`config.mk`:
```
export PLATFORM = sky130hd
export DESIGN_NAME = ahb_lite_sram_slave
export DESIGN_NICKNAME = d
export VERILOG_FILES = /design/src/rtl/ahb_pkg.sv /design/src/rtl/ahb_byte_lane_mask.sv /design/src/rtl/ahb_lite_sram_slave.sv
export SDC_FILE = /design/constraint.sdc
export NUM_CORES = 2
export LEC_CHECK = 0
export CAP_MARGIN = 20
export CORE_MARGIN = 2
export CORE_UTILIZATION = 50
export CTS_CLUSTER_DIAMETER = 100
export DETAILED_ROUTE_END_ITERATION = 12
export PLACE_DENSITY = 0.66
export SLEW_MARGIN = 25
export SYNTH_ARGS = -nofsm -noshare
export SYNTH_HDL_FRONTEND = slang
export SYNTH_SLANG_ARGS = --single-unit
```
`constraint.sdc`:
```
create_clock -name HCLK -period 3.1 [get_ports HCLK]
set_input_delay 0.31 -clock HCLK [delete_from_list [all_inputs] [get_ports HCLK]]
set_output_delay 0.31 -clock HCLK [all_outputs]
set_load 0.01 [all_outputs]
```
`src/rtl/ahb_pkg.sv`:
```
`default_nettype none
// ahb_pkg: AHB-Lite transfer/size/response encodings and the SRAM responder FSM state type.
package ahb_pkg;

  localparam logic [1:0] HTRANS_IDLE   = 2'b00;
  localparam logic [1:0] HTRANS_BUSY   = 2'b01;
  localparam logic [1:0] HTRANS_NONSEQ = 2'b10;
  localparam logic [1:0] HTRANS_SEQ    = 2'b11;

  localparam logic [2:0] HSIZE_BYTE = 3'd0;
  localparam logic [2:0] HSIZE_HALF = 3'd1;
  localparam logic [2:0] HSIZE_WORD = 3'd2;

  localparam logic HRESP_OKAY  = 1'b0;
  localparam logic HRESP_ERROR = 1'b1;

  typedef enum logic [2:0] {
    ST_IDLE   = 3'd0,
    ST_WAIT   = 3'd1,
    ST_ACCESS = 3'd2,
    ST_ERR1   = 3'd3,
    ST_ERR2   = 3'd4
  } ahb_state_t;

  function automatic logic trans_active(input logic [1:0] htrans);
    logic active;
    case (htrans)
      HTRANS_NONSEQ, HTRANS_SEQ: active = 1'b1;
      HTRANS_IDLE, HTRANS_BUSY:  active = 1'b0;
      default:                   active = 1'b0;
    endcase
    return active;
  endfunction

endpackage
`default_nettype wire

```
`src/rtl/ahb_byte_lane_mask.sv`:
```
`default_nettype none
// ahb_byte_lane_mask: converts a transfer size and byte offset into the 4-bit write lane enable.
module ahb_byte_lane_mask
  import ahb_pkg::*;
(
  input  logic [2:0] size,
  input  logic [1:0] offset,
  output logic [3:0] lane_en
);

  always_comb begin
    lane_en = 4'b0000;
    case (size)
      HSIZE_BYTE: lane_en = 4'b0001 << offset;
      HSIZE_HALF: lane_en = offset[1] ? 4'b1100 : 4'b0011;
      HSIZE_WORD: lane_en = 4'b1111;
      default:    lane_en = 4'b0000;
    endcase
  end

endmodule
`default_nettype wire

```
`src/rtl/ahb_lite_sram_slave.sv`:
```
`default_nettype none
// ahb_lite_sram_slave: AHB-Lite word-addressed SRAM responder with byte-lane writes and two-cycle ERROR.
// Wait-state insertion (WAIT state + counter) exists only when AHB_SLV_WAIT_EN is defined.
module ahb_lite_sram_slave
  import ahb_pkg::*;
#(
  parameter int DEPTH       = 64,
  parameter int WAIT_STATES = 0
) (
  input  logic        HCLK,
  input  logic        HRESETn,
  input  logic        HSEL,
  input  logic [31:0] HADDR,
  input  logic [1:0]  HTRANS,
  input  logic        HWRITE,
  input  logic [2:0]  HSIZE,
  input  logic [31:0] HWDATA,
  input  logic        HREADY,
  output logic [31:0] HRDATA,
  output logic        HREADYOUT,
  output logic        HRESP
);

  localparam int          AW         = (DEPTH > 1) ? $clog2(DEPTH) : 1;
  localparam logic [31:0] BYTE_LIMIT = 32'(DEPTH * 4);

  ahb_state_t    state;
  logic [AW-1:0] word_q;
  logic [1:0]    offset_q;
  logic [2:0]    size_q;
  logic          write_q;
  logic [3:0]    lane_en;
  logic          accept;
  logic          illegal;
  logic [31:0]   mem [DEPTH];

`ifdef AHB_SLV_WAIT_EN
  localparam int          CW        = (WAIT_STATES > 0) ? $clog2(WAIT_STATES + 1) : 1;
  localparam bit          USE_WAIT  = (WAIT_STATES > 0);
  localparam logic [CW-1:0] WAIT_LOAD = (WAIT_STATES > 0) ? CW'(WAIT_STATES - 1) : '0;
  logic [CW-1:0] wait_cnt;
`else
  logic unused_cfg;
  assign unused_cfg = (WAIT_STATES < 0);
`endif

  assign accept = HSEL & HREADY & trans_active(HTRANS);

  always_comb begin
    illegal = (HADDR >= BYTE_LIMIT);
    case (HSIZE)
      HSIZE_BYTE: ;
      HSIZE_HALF: if (HADDR[0]) illegal = 1'b1;
      HSIZE_WORD: if (HADDR[1:0] != 2'b00) illegal = 1'b1;
      default:    illegal = 1'b1;
    endcase
  end

  ahb_byte_lane_mask u_lane_mask (
    .size    (size_q),
    .offset  (offset_q),
    .lane_en (lane_en)
  );

  always_ff @(posedge HCLK or negedge HRESETn) begin
    if (!HRESETn) begin
      state     <= ST_IDLE;
      HREADYOUT <= 1'b1;
      HRESP     <= HRESP_OKAY;
      word_q    <= '0;
      offset_q  <= '0;
      size_q    <= HSIZE_BYTE;
      write_q   <= 1'b0;
`ifdef AHB_SLV_WAIT_EN
      wait_cnt  <= '0;
`endif
    end else begin
      case (state)
        ST_IDLE, ST_ACCESS, ST_ERR2: begin
          if (accept) begin
            word_q   <= HADDR[AW+1:2];
            offset_q <= HADDR[1:0];
            size_q   <= HSIZE;
            write_q  <= HWRITE;
            if (illegal) begin
              state     <= ST_ERR1;
              HREADYOUT <= 1'b0;
              HRESP     <= HRESP_ERROR;
            end
`ifdef AHB_SLV_WAIT_EN
            else if (USE_WAIT) begin
              state     <= ST_WAIT;
              HREADYOUT <= 1'b0;
              HRESP     <= HRESP_OKAY;
              wait_cnt  <= WAIT_LOAD;
            end
`endif
            else begin
              state     <= ST_ACCESS;
              HREADYOUT <= 1'b1;
              HRESP     <= HRESP_OKAY;
            end
          end else begin
            state     <= ST_IDLE;
            HREADYOUT <= 1'b1;
            HRESP     <= HRESP_OKAY;
          end
        end
        ST_WAIT: begin
`ifdef AHB_SLV_WAIT_EN
          if (wait_cnt == '0) begin
            state     <= ST_ACCESS;
            HREADYOUT <= 1'b1;
            HRESP     <= HRESP_OKAY;
          end else begin
            wait_cnt <= wait_cnt - CW'(1);
          end
`else
          state     <= ST_IDLE;
          HREADYOUT <= 1'b1;
          HRESP     <= HRESP_OKAY;
`endif
        end
        ST_ERR1: begin
          state     <= ST_ERR2;
          HREADYOUT <= 1'b1;
          HRESP     <= HRESP_ERROR;
        end
        default: begin
          state     <= ST_IDLE;
          HREADYOUT <= 1'b1;
          HRESP     <= HRESP_OKAY;
        end
      endcase
    end
  end

  // ACCESS is only ever entered for a legal transfer, so write_q/word_q are trusted here.
  always_ff @(posedge HCLK) begin
    if (state == ST_ACCESS && write_q) begin
      for (int b = 0; b < 4; b++) begin
        if (lane_en[b]) mem[word_q][8*b +: 8] <= HWDATA[8*b +: 8];
      end
    end
  end

  assign HRDATA = (state == ST_ACCESS) ? mem[word_q] : 32'h0;

endmodule
`default_nettype wire

```
==> results.md <==
- Largest net degree at the start of global routing: 65
- Avg Cell Area, Syn: 18.8 um2
- Routability cong.: 0.872
- CP top delay family: buffers and inverters
- Period utilization: 1.24
- Count leader, synth: edfxtp_1
- Non-Filler Instances: 7255
- Detailed Route Iter0 Violations: approximately 6700
- Max Cap Violations: 0
- Synth unique cells: 52
- Clk pin slew, worst setup/hold paths: 0.06 ns
- Fin. max-slew vios: 0
- Post-place setup slack: -0.746 ns
- Slowest-stage cell, CP: dfrtp_4
- Post-synth top cells: 2048 x edfxtp_1, 287 x nor2_1, 271 x a221oi_1
- DR pass1 iterations: 6
- Layout Skew: approximately 0.023 ns
- Final setup vio count: 32
- CP Data Required Time: approximately 2.8 ns
- Core Area: 0.156 mm2
- Row count: roughly 150
- Total GRT Usage: 0.286
- Cell Pwr Density: 676 mW/mm2
- CTS sink count: 2065
- Synthesized area: 0.0788 mm2
- Placed Cells: 6763
- Startpoint types: flop
- Failing checks: setup timing
- Seq cells post-synth: 2065
- Outcome: finished with violations
- CP Class: reg -> out
- Vias per inst: about 6.5
- Grt total ovfl: 0
- Share of cells above drive strength 1: 0.343
- Post-layout min period: 3.84 ns
- First-pass GRT wire length: 329000 um
- Worst skew pair latency: 0.83 ns
- Die Area: between 0.15 and 0.2 mm2
- Syn nets: around 4300
- Post-Syn Instances: 4194
- Worst Tran Pin Value: 1.08 ns
- Initial antenna violation count: 12
- WL/cell: 32.5 um
- Yosys top cell area share: 0.780
- Final HPWL DP: 144000 um
- Peak Freq: 261 MHz
- CP bufs+invs: 6
- Antenna viol nets, final: 0
- # DRC: 0
- DR vias: 46900
- Initial Util: 0.504
- Most used cell, CP: buf_12
- Clk root buf: clkbuf_16
- Final wirelength: 236000 um
- Nets: roughly 5000
- Dominant cells by area after synthesis: edfxtp_1 78%, mux4_2 6.6%, a221oi_1 3.0%
- Synth area leader: edfxtp_1
- RSZ-0062 raised after global routing: true
- Worst min path class: in -> async
- Vias in the first global route: 45700
- Critical path, cell by cell: buf_12 -> buf_12 -> buf_16 -> buf_8 -> buf_4 -> mux4_2 -> mux2i_2 -> o22ai_1 -> a221oi_2 -> a21oi_1 -> buf_2
- TritonCTS Buffers: 202
- Main synth FF type: edfxtp_1
- Max FO, Critical Path: 7
- Setup TNS Final: -20.63 ns
- Leakage power: 32.2 nW
- FILL cells: 10600
- Largest stage delay, worst path: 0.51 ns
- Yosys Warn Count: 0
- Area growth syn-to-layout: 25.0%
- Number of port buffers: 106
- Hold Slack: around 0.007 ns
- Worst reg2reg startpoint: word_q[0]
- Post-synthesis sequential area ratio: 0.786
- Asr flop ratio synth: 0.00823
- Final Core Density: 0.630
- Worst-case clock buffer depth: 3
- Max VDD drop: 0.000630 V
- Final Hold Vio Count: 0
- Die height: between 400 and 500 um
- EDFF count, synth: 2048
- CTS tree: built
- Worst setup EP type: output pin
- H-tree Lvls: 4
- Slew HR: 0.280
- Worst endpoint data arrival time: 3.53 ns
- PnR worst setup slack: -0.738 ns
- Worst Setup SP: word_q[0]
- Die width: ~400 um
- # IOs: ~110
==> power breakdown <==
part           internal (W)  leakage (nW)  switching [W]
combinational       0.00552          10.5        0.00677
clock                0.0134          3.05         0.0102
sequential           0.0307          18.6      0.0000699
==> logic make-up (layout without fill, tap and decap cells) <==
group	after synthesis	count (layout)	share of synthesized area
other cells	0	6	0
flops	2065	2065	0.786
mux	379	379	0.0850
buf+inv	304	1300	0.0168
simple gates	573	574	0.0300
compound gates	873	873	0.0823
==> path summary, 6_finish.rpt <==
| path | to | slack (ns) | cells past startpoint |
|---|---|---|---|
| max | HRDATA[13] | -0.74 | 11 |
| min | HRESP | 0.007 | 2 |
| max reg2reg | mem[62][9] | 0.03 | 10 |
| min reg2reg | offset_q[0] | 0.56 | 2 |
| max in group asynchronous | word_q[1] | 2.70 | 2 |
| min in group HCLK | mem[62][1] | 0.03 | 1 |
==> layer usage <==
metal	up-vias	global-route usage	routed length (um)
li1	19200	-	-
met1	24100	0.395	87500
met2	3093	0.434	110000
met3	516	0.0662	27100
met4	6	0.135	11600
met5	-	0	52
==> per-stage QoR <==
step / total power, W / area, um2
5_1_grt: 0.0683 / 98500
3_5_place_dp: 0.0408 / 87500
3_3_place_gp: 0.0407 / 87400
2_1_floorplan: 0.0361 / 78800
6_report: 0.0666 / 98500
4_1_cts: 0.0656 / 96500
==> cells in the final DEF, fill, tap and decap left out, types with 116 or more instances in the layout <==
| master | count |
|---|---|
| mux2i_1 | 122 |
| a221oi_1 | 116 |
| clkbuf_16 | 217 |
| nor2_1 | 280 |
| nand2_1 | 207 |
| mux4_2 | 232 |
| buf_4 | 655 |
| a22oi_1 | 121 |
| edfxtp_1 | 2048 |
| a221oi_2 | 129 |
==> cell type report <==
type	instances	area, um2	share of cell area
clock inverters	105	902	0.00916
well taps	2058	2570	0.0261
repair buffers	938	9400	0.0954
clock buffers	252	5370	0.0545
multi-input cells	1826	18300	0.186
flip-flops and latches	2065	61900	0.629
diodes	6	15.0	0.000152
inverters	5	26.3	0.000267
==> flip-flops by register name (all words and copies together) (netlist names) <==
register	count
mem	2048
write_q	1
state	3
offset_q	2
word_q	6
size_q	3
HREADYOUT	1
HRESP	1
==> what timing repair did <==
item                                   CTS  global route
hold buffers                             1             1
setup buffers                           66            47
setup endpoints to repair               32            46
resized for setup                      462           283
pin swaps                              106           106
endpoints found under the hold margin   16            17
cloned                                  24             9
Power figures use the tool's default switching activity.
